<file path="config.mk">
export PLATFORM = sky130hd
export DESIGN_NAME = spi_word_master
export DESIGN_NICKNAME = d
export VERILOG_FILES = /design/src/rtl/spi_pkg.sv /design/src/rtl/spi_half_tick.sv /design/src/rtl/spi_word_master.sv
export SDC_FILE = /design/constraint.sdc
export NUM_CORES = 1
export LEC_CHECK = 0
export BUFFER_PORTS_ARGS = -buffer_cell sky130_fd_sc_hd__buf_2
export CAP_MARGIN = 25
export CORE_ASPECT_RATIO = 0.75
export CORE_MARGIN = 2
export CORE_UTILIZATION = 45
export CTS_CLUSTER_DIAMETER = 50
export DETAILED_ROUTE_END_ITERATION = 12
export GPL_TIMING_DRIVEN = 1
export HOLD_SLACK_MARGIN = 0.12
export PLACE_DENSITY = 0.68
export REMOVE_ABC_BUFFERS = 1
export SETUP_SLACK_MARGIN = 0.1
export SKIP_LAST_GASP = 1
export SLEW_MARGIN = 5
export SYNTH_ARGS = -nofsm -noshare
export SYNTH_HDL_FRONTEND = slang
export SYNTH_SLANG_ARGS = --single-unit
</file>
<file path="constraint.sdc">
create_clock -name clk -period 2 [get_ports clk]
set_input_delay 0.4 -clock clk [delete_from_list [all_inputs] [get_ports clk]]
set_output_delay 0.4 -clock clk [all_outputs]
set_load 0.1 [all_outputs]
</file>
<file path="src/rtl/spi_pkg.sv">
// Shared types and constants for the SPI word master.
package spi_pkg;

  typedef enum logic [2:0] {
    IDLE,
    SETUP,
    SHIFT,
    GAP,
    HOLD,
    GUARD
  } spi_mst_state_t;

  localparam int SPI_BYTES_PER_WORD = 2;
  localparam int SPI_BITS_PER_BYTE  = 8;
  localparam int SPI_WORD_W         = SPI_BYTES_PER_WORD * SPI_BITS_PER_BYTE;

endpackage

</file>
<file path="src/rtl/spi_half_tick.sv">
// SCLK half-period divider: tick_o marks the last clk cycle of each half-period.
module spi_half_tick #(
  parameter int CLK_DIV = 50
) (
  input  logic clk,
  input  logic rst,
  input  logic restart_i,
  output logic tick_o
);

  localparam int CNT_W = (CLK_DIV > 1) ? $clog2(CLK_DIV) : 1;
  localparam logic [CNT_W-1:0] CNT_LAST = CNT_W'(CLK_DIV - 1);

  logic [CNT_W-1:0] cnt_q, cnt_d;

  assign tick_o = (cnt_q == CNT_LAST);

  // Restart holds the count at zero so the next state starts a full half-period.
  always_comb begin
    cnt_d = cnt_q + 1'b1;
    if (restart_i || tick_o) begin
      cnt_d = '0;
    end
  end

  always_ff @(posedge clk or posedge rst) begin
    if (rst) begin
      cnt_q <= '0;
    end else begin
      cnt_q <= cnt_d;
    end
  end

endmodule

</file>
<file path="src/rtl/spi_word_master.sv">
// SPI mode-0 master: one 16-bit word per SS_n frame, low byte first, MSB first in each byte.
// Handshake: a word is taken on any clk edge where tx_valid && tx_ready; tx_ready is
// high only while idle and not on the done cycle, and tx_valid is ignored otherwise.
module spi_word_master
  import spi_pkg::*;
#(
  parameter int CLK_DIV = 50
) (
  input  logic                  clk,
  input  logic                  rst,
  input  logic [SPI_WORD_W-1:0] tx_word,
  input  logic                  tx_valid,
  output logic                  tx_ready,
  output logic                  busy,
  output logic                  done,
  output logic [SPI_WORD_W-1:0] rx_word,
  output logic                  SCLK,
  output logic                  MOSI,
  input  logic                  MISO,
  output logic                  SS_n,
  output spi_mst_state_t        state_o
);

  localparam logic [2:0] BIT_LAST  = 3'(SPI_BITS_PER_BYTE - 1);
  localparam logic       BYTE_LAST = 1'(SPI_BYTES_PER_WORD - 1);

  spi_mst_state_t              state_q, state_d;
  logic [SPI_BITS_PER_BYTE-1:0] word_hi_q, word_hi_d;
  logic [SPI_BITS_PER_BYTE-1:0] tx_sh_q, tx_sh_d;
  logic [SPI_WORD_W-1:0]        rx_sh_q, rx_sh_d;
  logic [SPI_WORD_W-1:0]        rx_word_q, rx_word_d;
  logic [2:0]                   bit_cnt_q, bit_cnt_d;
  logic                         byte_idx_q, byte_idx_d;
  logic                         sclk_q, sclk_d;
  logic                         mosi_q, mosi_d;
  logic                         ss_n_q, ss_n_d;
  logic                         done_q, done_d;
  logic                         tick;

  spi_half_tick #(
    .CLK_DIV (CLK_DIV)
  ) u_half_tick (
    .clk       (clk),
    .rst       (rst),
    .restart_i (state_q == IDLE),
    .tick_o    (tick)
  );

  assign tx_ready = (state_q == IDLE) && !done_q;
  assign busy     = (state_q != IDLE) || done_q;
  assign done     = done_q;
  assign rx_word  = rx_word_q;
  assign SCLK     = sclk_q;
  assign MOSI     = mosi_q;
  assign SS_n     = ss_n_q;
  assign state_o  = state_q;

  always_comb begin
    state_d    = state_q;
    word_hi_d  = word_hi_q;
    tx_sh_d    = tx_sh_q;
    rx_sh_d    = rx_sh_q;
    rx_word_d  = rx_word_q;
    bit_cnt_d  = bit_cnt_q;
    byte_idx_d = byte_idx_q;
    sclk_d     = sclk_q;
    mosi_d     = mosi_q;
    ss_n_d     = ss_n_q;
    done_d     = 1'b0;
    unique case (state_q)
      IDLE: begin
        if (tx_valid && tx_ready) begin
          state_d    = SETUP;
          word_hi_d  = tx_word[15:8];
          tx_sh_d    = tx_word[7:0];
          mosi_d     = tx_word[7];
          ss_n_d     = 1'b0;
          byte_idx_d = 1'b0;
          bit_cnt_d  = '0;
          sclk_d     = 1'b0;
        end
      end
      SETUP: begin
        if (tick) state_d = SHIFT;
      end
      SHIFT: begin
        if (tick) begin
          if (!sclk_q) begin
            sclk_d  = 1'b1;
            rx_sh_d = {rx_sh_q[SPI_WORD_W-2:0], MISO};
          end else begin
            sclk_d = 1'b0;
            // The last bit of a byte stays on MOSI through the following gap/hold.
            if (bit_cnt_q == BIT_LAST) begin
              bit_cnt_d = '0;
              state_d   = (byte_idx_q == BYTE_LAST) ? HOLD : GAP;
            end else begin
              bit_cnt_d = bit_cnt_q + 3'd1;
              tx_sh_d   = {tx_sh_q[SPI_BITS_PER_BYTE-2:0], 1'b0};
              mosi_d    = tx_sh_q[SPI_BITS_PER_BYTE-2];
            end
          end
        end
      end
      GAP: begin
        if (tick) begin
          state_d    = SHIFT;
          byte_idx_d = 1'b1;
          tx_sh_d    = word_hi_q;
          mosi_d     = word_hi_q[SPI_BITS_PER_BYTE-1];
        end
      end
      HOLD: begin
        if (tick) begin
          state_d = GUARD;
          ss_n_d  = 1'b1;
          mosi_d  = 1'b0;
        end
      end
      GUARD: begin
        if (tick) begin
          state_d   = IDLE;
          done_d    = 1'b1;
          // First byte shifted in sits in the upper half of the shift register.
          rx_word_d = {rx_sh_q[7:0], rx_sh_q[15:8]};
        end
      end
      default: state_d = IDLE;
    endcase
  end

  always_ff @(posedge clk or posedge rst) begin
    if (rst) begin
      state_q    <= IDLE;
      word_hi_q  <= '0;
      tx_sh_q    <= '0;
      rx_sh_q    <= '0;
      rx_word_q  <= '0;
      bit_cnt_q  <= '0;
      byte_idx_q <= 1'b0;
      sclk_q     <= 1'b0;
      mosi_q     <= 1'b0;
      ss_n_q     <= 1'b1;
      done_q     <= 1'b0;
    end else begin
      state_q    <= state_d;
      word_hi_q  <= word_hi_d;
      tx_sh_q    <= tx_sh_d;
      rx_sh_q    <= rx_sh_d;
      rx_word_q  <= rx_word_d;
      bit_cnt_q  <= bit_cnt_d;
      byte_idx_q <= byte_idx_d;
      sclk_q     <= sclk_d;
      mosi_q     <= mosi_d;
      ss_n_q     <= ss_n_d;
      done_q     <= done_d;
    end
  end

endmodule

</file>
==> flow_metrics.tcl, run 1 <==
set metrics [dict create \
    outcome "finished, final reports clean" \
    ant_nets 0 \
    ys_ff_latch 64 \
    grt_pass1_wl_mm 9.94 \
    setup-violations-final 0 \
    drt-initial-drc-count 72 \
    cp_slowest_cell "or3_4" \
    synth-edff-count 0 \
    ir_worst_vdd_v 0.000498 \
    grt_max_degree 26 \
    startpoint "u_half_tick.cnt_q[1]$_DFF_PP0_" \
    crit_fanout 6 \
    ys_warn_count 0 \
    flow.area_growth_from_synthesis_pct 33.2 \
    cts.path.max_buffers 2 \
    tightest_slew_ns 0.698 \
    nets 336 \
    route.detailed.drc 0 \
    cts_sinks 64 \
    rsz0062_at_grt "yes" \
    gp_congestion 0.895 \
    dieHeight_um 73.8 \
    finalHoldViolCount 0 \
    hpwlAfterDp_mm 3.83 \
    finClkSkew_ns 0.00781 \
    arrival_ns 2.14 \
    final_cells 398 \
    grt.total_usage_pct 18.0 \
    final_common_cell "dfrtp_1" \
    fmax_mhz 526 \
    p_per_area_nw_per_um2 869 \
    h-tree-depth 3 \
    final_area_um2 3890 \
    start_util_pct 46.4 \
    path_cells "inv_1 > ha_2 > nor3b_4 > buf_6 > a41oi_2 > or3_4 > mux2_4" \
    cp-end-kind "register" \
    slew_headroom_pct 53.1 \
    path_buf_inv 2 \
    fill_cells 485 \
    io_buffers 44 \
    antenna_found_initial 0 \
    cts_root_buf "clkbuf_8" \
    synth_area_leaders "dfrtp_1, mux2_2, mux2i_1" \
    clk_latency_ns 0.35 \
    row_count 25 \
    final-max-slew-violation-count 0 \
    total_power_mw 3.38 \
    syn_area_per_cell_um2 12.5 \
    period_share_pct 95.1 \
    min_to "rx_sh_q[0]$_DFFE_PP0P_" \
    core-area_um2 6290 \
    cts_tree "yes" \
    dr_total_vias 2065 \
    drive_above_1_share_pct 50.2 \
    ys_types 45 \
    placed_cells 364 \
    syn_inst 234 \
    io_pins 45 \
    fin_crit_ns 1.90 \
    dpl_cell_area_um2 3380 \
    die_w_um 97.0 \
    first_global_vias 2012 \
    crit_family "simple AND/OR/NAND/NOR gates" \
    layout_common_cells "dfrtp_1, buf_2, mux2_2, buf_4, nor2_1" \
    synth.largest_area_cell "dfrtp_1" \
    rr_worst_depth 7 \
    overflow 0 \
    routedWlPerCell_um 15.6 \
    path_class "register to register" \
    regToRegEndpoint "tx_sh_q[0]$_DFFE_PP0P_" \
    rrSetupSlack_ns 0.1 \
    hp-start "MISO" \
    die_area_um2 7160 \
    vias_per_cell 5.19 \
    hold_class "input pin to register" \
    path_clk_slew_ns 0.08 \
    routed_wl_mm 6.21 \
    finalCoreUtilization_pct 61.9 \
    leakagePower_nw 1.97 \
    syn-cell-area_um2 2920 \
    first_pass_iters 4 \
    n_antenna_cell 0 \
    synth-seq-area-share_pct 54.9 \
    cts_buffers 9 \
    max_stage_delay_ns 0.43 \
    multiInputGateArea_um2 1310 \
    required_ns 2.24 \
    r2r_start "u_half_tick.cnt_q[1]$_DFF_PP0_" \
    synth_top_cell_area_share_pct 54.0 \
    whs_path_depth 2 \
    synthFlopType "dfrtp_1" \
    start_kind "register" \
    seq_area_um2 1610 \
    cap_violations 0 \
    async_flop_share_pct 100 \
]
layer usage:
metal  GRT usage, %  share of wire [%]  vias to the layer above
li1               -                  -                      977
met1           24.5                 48                     1022
met2           25.8                 44                       51
met3           7.33                5.9                       15
met4           7.36                1.8                        0
met5              0                  0                        -
power by group:
part | switching (mW) | leakage (nW) | internal (mW)
combinational | 0.361 | 1.03 | 0.327
clock | 0.551 | 0.0925 | 0.585
sequential | 0.108 | 0.838 | 1.45
total | 1.02 | 1.97 | 2.36
stage by stage:
| stage | worst slack, ns | hold slack [ns] | setup TNS (ns) |
|---|---|---|---|
| 3_3_place_gp | 0.0680 | 0.422 | 0 |
| 2_1_floorplan | -4.13 | 0.453 | -32.08 |
| 3_5_place_dp | 0.0367 | 0.432 | 0 |
| 4_1_cts | 0.0791 | 0.267 | 0 |
| 5_1_grt | 0.0364 | 0.256 | 0 |
| 6_report | 0.0971 | 0.277 | 0 |
timing repair:
| item | 4_1_cts | 5_1_grt |
|---|---|---|
| gates resized for setup | 12 | 26 |
| pin swaps | 4 | 6 |
| cloned | 1 | 0 |
| setup buffers | 8 | 8 |
| endpoints found under the hold margin | 15 | 0 |
| endpoints found under the setup margin | 38 | 46 |
| hold buffers | 1 | 0 |
state kept, by name (all words and copies together) (netlist names):
name               count
u_half_tick.cnt_q      6
byte_idx_q             1
rx_sh_q               16
state_o                3
SS_n                   1
word_hi_q              8
done                   1
tx_sh_q                7
rx_word               16
SCLK                   1
MOSI                   1
bit_cnt_q              3
Yosys cell counts (3+ instances only):
cell type and number:
dfrtp_1 63, mux2_2 41, nor2_1 18, inv_1 15, mux2i_1 12, a21oi_1 11, nand2_1 7, ha_1 4
nand3_1 4, nor3_1 4, a41oi_1 3, buf_6 3, clkbuf_1 3, nor2b_1 3, o21ai_0 3
how the worst max path moves through the flow:
| stage | endpoint | slack (ns) | depth (start not counted) |
|---|---|---|---|
| floorplan | busy | -4.13 | 2 |
| global placement | MOSI$_DFFE_PP0P_ | 0.07 | 5 |
| detailed placement | rx_sh_q[4]$_DFFE_PP0P_ | 0.04 | 7 |
| CTS | tx_ready | 0.08 | 3 |
| global route | tx_sh_q[0]$_DFFE_PP0P_ | 0.04 | 7 |
| finish | tx_sh_q[0]$_DFFE_PP0P_ | 0.1 | 7 |
area by class of cell:
class | instances | area share [%]
Clock buffer | 9 | 3.19
Clock inverter | 7 | 2.03
Inverter | 15 | 1.45
Multi-Input combinational cell | 144 | 33.6
Sequential cell | 64 | 41.3
Tap cell | 81 | 2.61
Timing Repair Buffer | 78 | 15.9
cell families (layout without fill, tap and decap cells):
logic type               Yosys count  count (layout)  synth area share, %
AO/OA/AOI/OAI                     30              30                 7.11
XOR/XNOR                           4               4                 1.20
adder cells (fa/ha/maj)            4               4                 1.71
buffers and inverters             26             109                 4.58
flip-flops                        64              64                 54.9
multiplexers                      54              54                 20.4
AND/OR/NAND/NOR                   52              52                 10.1
(Power assumes the default switching activity.)
==> inputs of run 2 (changes only) <==
--- a/config.mk
+++ b/config.mk
@@ -15,6 +15,7 @@
 export GPL_TIMING_DRIVEN = 1
 export HOLD_SLACK_MARGIN = 0.12
 export PLACE_DENSITY = 0.68
+export RECOVER_POWER = 50
 export REMOVE_ABC_BUFFERS = 1
 export SETUP_SLACK_MARGIN = 0.1
 export SKIP_LAST_GASP = 1
==> constraint.sdc (replaced) <==
create_clock -name clk -period 2 [get_ports clk]
set_input_delay 0.2 -clock clk [delete_from_list [all_inputs] [get_ports clk]]
set_output_delay 0.2 -clock clk [all_outputs]
set_load 0.1 [all_outputs]
==> flow_metrics.tcl, run 2 (synthesis results as in run 1) <==
set metrics [dict create \
    die_w_um 97.0 \
    crit_family "simple AND/OR/NAND/NOR gates" \
    dp_slack_ns 0.0547 \
    final-max-slew-violation-count 0 \
    die_area_um2 7160 \
    start_util_pct 46.4 \
    io_buffers 44 \
    required_ns 2.24 \
    cts_buffers 9 \
    rr_worst_depth 6 \
    core-area_um2 6290 \
    dieHeight_um 73.8 \
    routed_wl_mm 5.79 \
    gp_congestion 0.877 \
    path_class "register to register" \
    cts_sinks 64 \
    path_buf_inv 1 \
    nets 330 \
    grt_max_degree 48 \
    antenna_found_initial 0 \
    drt-initial-drc-count 84 \
    hpwlAfterDp_mm 3.79 \
    setup-violations-final 0 \
    route.detailed.drc 0 \
    rsz0062_at_grt "yes" \
    cts_root_buf "clkbuf_8" \
    dr_total_vias 2034 \
    cp_slowest_cell "or3_4" \
    regToRegEndpoint "tx_sh_q[0]$_DFFE_PP0P_" \
    r2r_start "u_half_tick.cnt_q[1]$_DFF_PP0_" \
    vias_per_cell 5.19 \
    fin_crit_ns 1.97 \
    worst_slack_ns 0.0288 \
    fmax_mhz 507 \
    finClkSkew_ns 0.00956 \
    max_stage_delay_ns 0.45 \
    grt.total_usage_pct 17.1 \
    period_share_pct 98.6 \
    ant_nets 0 \
    n_antenna_cell 0 \
    final_cells 392 \
    grt_pass1_wl_mm 9.47 \
    drive_above_1_share_pct 43.4 \
    outcome "finished, final reports clean" \
    cap_violations 0 \
    path_clk_slew_ns 0.07 \
    path_cells "inv_1 > ha_2 > nor3b_4 > a41oi_2 > or3_4 > mux2_4" \
    flow.area_growth_from_synthesis_pct 26.9 \
    finalHoldViolCount 0 \
    final_common_cell "dfrtp_1" \
    row_count 25 \
    overflow 0 \
    leakagePower_nw 1.90 \
    placed_cells 361 \
    first_pass_iters 4 \
    path_depth 6 \
    min_to "tx_sh_q[2]$_DFFE_PP0P_" \
    cp-end-kind "register" \
    ir_worst_vdd_v 0.000427 \
    start_kind "register" \
    io_pins 45 \
    hp-start "tx_word[2]" \
    whs_path_depth 3 \
    p_per_area_nw_per_um2 913 \
    tightest_slew_ns 1.17 \
    rrSetupSlack_ns 0.03 \
    cts_tree "yes" \
    hold_class "input pin to register" \
    cts.path.max_buffers 2 \
    clk_latency_ns 0.34 \
    slew_headroom_pct 22.5 \
    arrival_ns 2.21 \
    h-tree-depth 3 \
    routedWlPerCell_um 14.8 \
    crit_fanout 5 \
    first_global_vias 1934 \
    layout_common_cells "dfrtp_1, mux2_2, buf_2, nor2_1, inv_1" \
]
[run 2: worst max path at each step]
stage | from | end | slack [ns]
floorplan | state_o[0]$_DFFE_PP0P_ | busy | -3.93
global placement | u_half_tick.cnt_q[1]$_DFF_PP0_ | rx_sh_q[10]$_DFFE_PP0P_ | 0.08
detailed placement | u_half_tick.cnt_q[1]$_DFF_PP0_ | rx_sh_q[10]$_DFFE_PP0P_ | 0.05
CTS | u_half_tick.cnt_q[1]$_DFF_PP0_ | rx_sh_q[13]$_DFFE_PP0P_ | 0.09
global route | u_half_tick.cnt_q[1]$_DFF_PP0_ | tx_sh_q[0]$_DFFE_PP0P_ | -0.06
finish | u_half_tick.cnt_q[1]$_DFF_PP0_ | tx_sh_q[0]$_DFFE_PP0P_ | 0.03
[run 2: cell type report]
cell class | instances | area [µm²]
Sequential cell | 64 | 1610
Multi-Input combinational cell | 145 | 1220
Timing Repair Buffer | 71 | 508
Clock buffer | 12 | 165
Tap cell | 81 | 101
Clock inverter | 4 | 51.3
Fill cell | 520 | 2580
Inverter | 15 | 56.3
[run 2: power breakdown]
part           switching [mW]  leakage (nW)  internal (mW)
clock network           0.508         0.109          0.677
registers               0.120         0.838           1.45
logic                   0.348         0.950          0.282
total                   0.976          1.90           2.41
[run 2: per-stage QoR]
stage	setup TNS [ns]	util, %	hold slack, ns	power (mW)	instance area [µm²]
5_1_grt	-0.420	59.0	0.150	3.56	3710
3_3_place_gp	0	53.0	0.206	2.14	3330
4_1_cts	0	58.4	0.129	3.39	3670
3_5_place_dp	0	53.0	0.207	2.16	3330
2_1_floorplan	-31.68	-	0.351	2.00	2840
6_report	0	59.0	0.146	3.38	3710
[run 2: what timing repair did]
item / in CTS / in global routing
gates resized for setup: 4 / 6
hold endpoints to repair: 26 / 0
hold buffers: 10 / 0
setup buffers: 0 / 4
pin swaps: 1 / 4
setup endpoints to repair: 25 / 48
cloned: 1 / 0
[run 2: routing by layer]
| layer | wire length (µm) | part of all wire (%) | vias up | global-route usage [%] |
|---|---|---|---|---|
| met5 | 0 | 0 | - | 0 |
| met4 | 52 | 0.90 | 0 | 7.04 |
| met1 | 2810 | 48 | 989 | 22.9 |
| met2 | 2550 | 44 | 62 | 24.9 |
| met3 | 384 | 6.6 | 6 | 6.66 |
| li1 | - | - | 977 | - |
[run 2: worst register-to-register path: stages, from the launching register on]
cell and delay (ns):
dfrtp_1 0.39, inv_1 0.06, ha_2 0.17, nor3b_4 0.31, a41oi_2 0.19, or3_4 0.45, mux2_4 0.30
==> inputs of run 3 (changes only) <==
--- a/config.mk
+++ b/config.mk
@@ -5,6 +5,7 @@
 export SDC_FILE = /design/constraint.sdc
 export NUM_CORES = 1
 export LEC_CHECK = 0
+export ABC_AREA = 1
 export BUFFER_PORTS_ARGS = -buffer_cell sky130_fd_sc_hd__buf_2
 export CAP_MARGIN = 25
 export CORE_ASPECT_RATIO = 0.75
==> flow_metrics.tcl, run 3 <==
set metrics [dict create \
    ant_nets 0 \
    worst_slack_ns 0.202 \
    grt_max_degree 34 \
    route.detailed.drc 0 \
    cts_sinks 64 \
    syn_area_per_cell_um2 8.75 \
    drive_above_1_share_pct 25.7 \
    syn-cell-area_um2 3030 \
    cts_buffers 9 \
    ys_ff_latch 64 \
    cts_root_buf "clkbuf_8" \
    start_kind "register" \
    overflow 0 \
    final-max-slew-violation-count 0 \
    cts.path.max_buffers 2 \
    regToRegEndpoint "bit_cnt_q[1]$_DFFE_PP0P_" \
    hpwlAfterDp_mm 4.14 \
    crit_top_cell "nor2_4" \
    leakagePower_nw 1.81 \
    fmax_mhz 556 \
    max_stage_delay_ns 0.49 \
    start_util_pct 47.2 \
    row_count 25 \
    ys_warn_count 0 \
    ys_types 30 \
    r2r_start "state_o[0]$_DFFE_PP0P_" \
    cap_violations 0 \
    synth_most_common_cell "nand2_1" \
    synth-seq-area-share_pct 52.9 \
    core-area_um2 6410 \
    antenna_found_initial 0 \
    fill_cells 572 \
    placed_cells 466 \
    gp_congestion 0.827 \
    first_global_vias 2226 \
    multiInputGateArea_um2 1230 \
    synthTopCellsByCount "nand2_1, dfrtp_1, inv_1, nand3_1, o21ai_1" \
    startpoint "state_o[0]$_DFFE_PP0P_" \
    grt_pass1_wl_mm 10.1 \
    nets 431 \
    p_per_area_nw_per_um2 657 \
    io_buffers 44 \
    path_clk_slew_ns 0.07 \
    synth-edff-count 0 \
    layout_common_cells "nand2_1, dfrtp_1, buf_2, inv_1, nand3_1" \
    clk_latency_ns 0.34 \
    synthFlopType "dfrtp_1" \
    period_share_pct 89.9 \
    syn_inst 346 \
    rsz0062_at_grt "no" \
    ir_worst_vdd_v 0.000393 \
    cts_tree "yes" \
    routedWlPerCell_um 12.1 \
    flow.area_growth_from_synthesis_pct 19.6 \
    h-tree-depth 3 \
    vias_per_cell 4.88 \
    cp_slowest_cell "dfrtp_1" \
    drt-initial-drc-count 112 \
    cp-endpoint "tx_ready" \
    synth_top_cell_area_share_pct 52.1 \
    hold_class "input pin to register" \
    synth_area_leaders "dfrtp_1, nand2_1, nand3_1" \
    finalHoldViolCount 0 \
    fin_crit_ns 1.80 \
    finClkSkew_ns 0.00765 \
    first_pass_iters 4 \
    total_power_mw 2.38 \
    fin_setup_tns_ns 0 \
    die_area_um2 7410 \
    path_class "register to primary output" \
    required_ns 1.80 \
    setup-violations-final 0 \
    finalCoreUtilization_pct 56.5 \
    dp_slack_ns 0.222 \
    grt.total_usage_pct 17.5 \
    die_w_um 98.7 \
    final_cells 493 \
    rr_worst_depth 9 \
    crit_fanout 6 \
    io_pins 45 \
    routed_wl_mm 5.96 \
    arrival_ns 1.60 \
    cp-end-kind "primary output" \
    tightest_slew_ns 1.16 \
    synth.largest_area_cell "dfrtp_1" \
    slew_headroom_pct 22.9 \
    seq_area_um2 1600 \
    rrSetupSlack_ns 0.34 \
    dr_total_vias 2405 \
    final_common_cell "nand2_1" \
    outcome "finished, final reports clean" \
    async_flop_share_pct 100 \
    path_cells "nor2_4 > nand2_2 > nor2_4 > buf_4" \
    dieHeight_um 75.0 \
    n_antenna_cell 0 \
]
## run 3: cell count changes in the layout (fill, tap and decap cells not counted), sizes merged, moves of 4 or more
| cell | change |
|---|---|
| nor3 | -4 |
| buf | -21 |
| inv | +20 |
| a21oi | -6 |
| mux2 | -42 |
| nand3 | +25 |
| nand2 | +123 |
| o21ai | +31 |
| clkbuf | +9 |
| mux2i | -12 |
| nor2 | +5 |
## run 3: worst max-delay path: cells and delay by family (launching register included)
kind                   cells  cell delay [ns]
buffers and inverters      1             0.30
flip-flops                 1             0.49
AND/OR/NAND/NOR            3             0.47
## run 3: cell families after synthesis
kind of cell	synth area share, %
DFF	52.9
buffers and inverters	6.98
AOI/OAI and AO/OA	9.63
and+or+nand+nor	28.5
xor gates and xnor gates	0.289
adders and majority gates	1.65
## run 3: area by class of cell
type	count	share of cell area, %
clock buffers	12	4.28
clock inverters	4	0.794
inverters	35	3.77
multi-input cells	238	34.0
flip-flops and latches	64	44.3
well taps	81	2.80
repair buffers	59	10.1
## run 3: what timing repair did
item                                    in CTS  in global routing
endpoints found under the hold margin       34                  0
setup buffers                                0                  0
resized for setup                            2                  2
hold buffers                                10                  0
pin swaps                                    0                  1
endpoints found under the setup margin       2                  9
gates cloned                                 0                  1
## run 3: per-stage QoR
stage	area (µm²)	hold slack, ns
after floorplan	2950	0.310
after global placement	3320	0.299
after detailed placement	3320	0.303
after CTS	3610	0.227
after global routing	3620	0.236
final	3620	0.236
## run 3: routing by layer
layer  vias up  global-route usage [%]  share of wire, %
met5         -                       0                 0
met4         0                    6.39               1.5
met3         7                    5.11               3.8
met2        41                    26.8                45
met1      1130                    24.1                50
li1       1227                       -                 -
## run 3: worst min path at each step
stage	startpoint	endpoint	slack, ns	cells past startpoint
6_report	tx_word[0]	tx_sh_q[0]$_DFFE_PP0P_	0.24	5
5_1_grt	tx_word[0]	tx_sh_q[0]$_DFFE_PP0P_	0.24	5
4_1_cts	tx_word[3]	tx_sh_q[3]$_DFFE_PP0P_	0.23	5
3_5_place_dp	rst	tx_sh_q[0]$_DFFE_PP0P_	0.30	2
3_3_place_gp	rst	tx_sh_q[0]$_DFFE_PP0P_	0.30	2
2_1_floorplan	tx_word[8]	word_hi_q[0]$_DFFE_PP0P_	0.31	2
## run 3: power breakdown
part	switching, mW	total [mW]	internal [mW]
sequential	0.000210	1.30	1.30
clock	0.491	1.01	0.517
combinational	0.0400	0.0763	0.0363
total	0.531	2.38	1.85
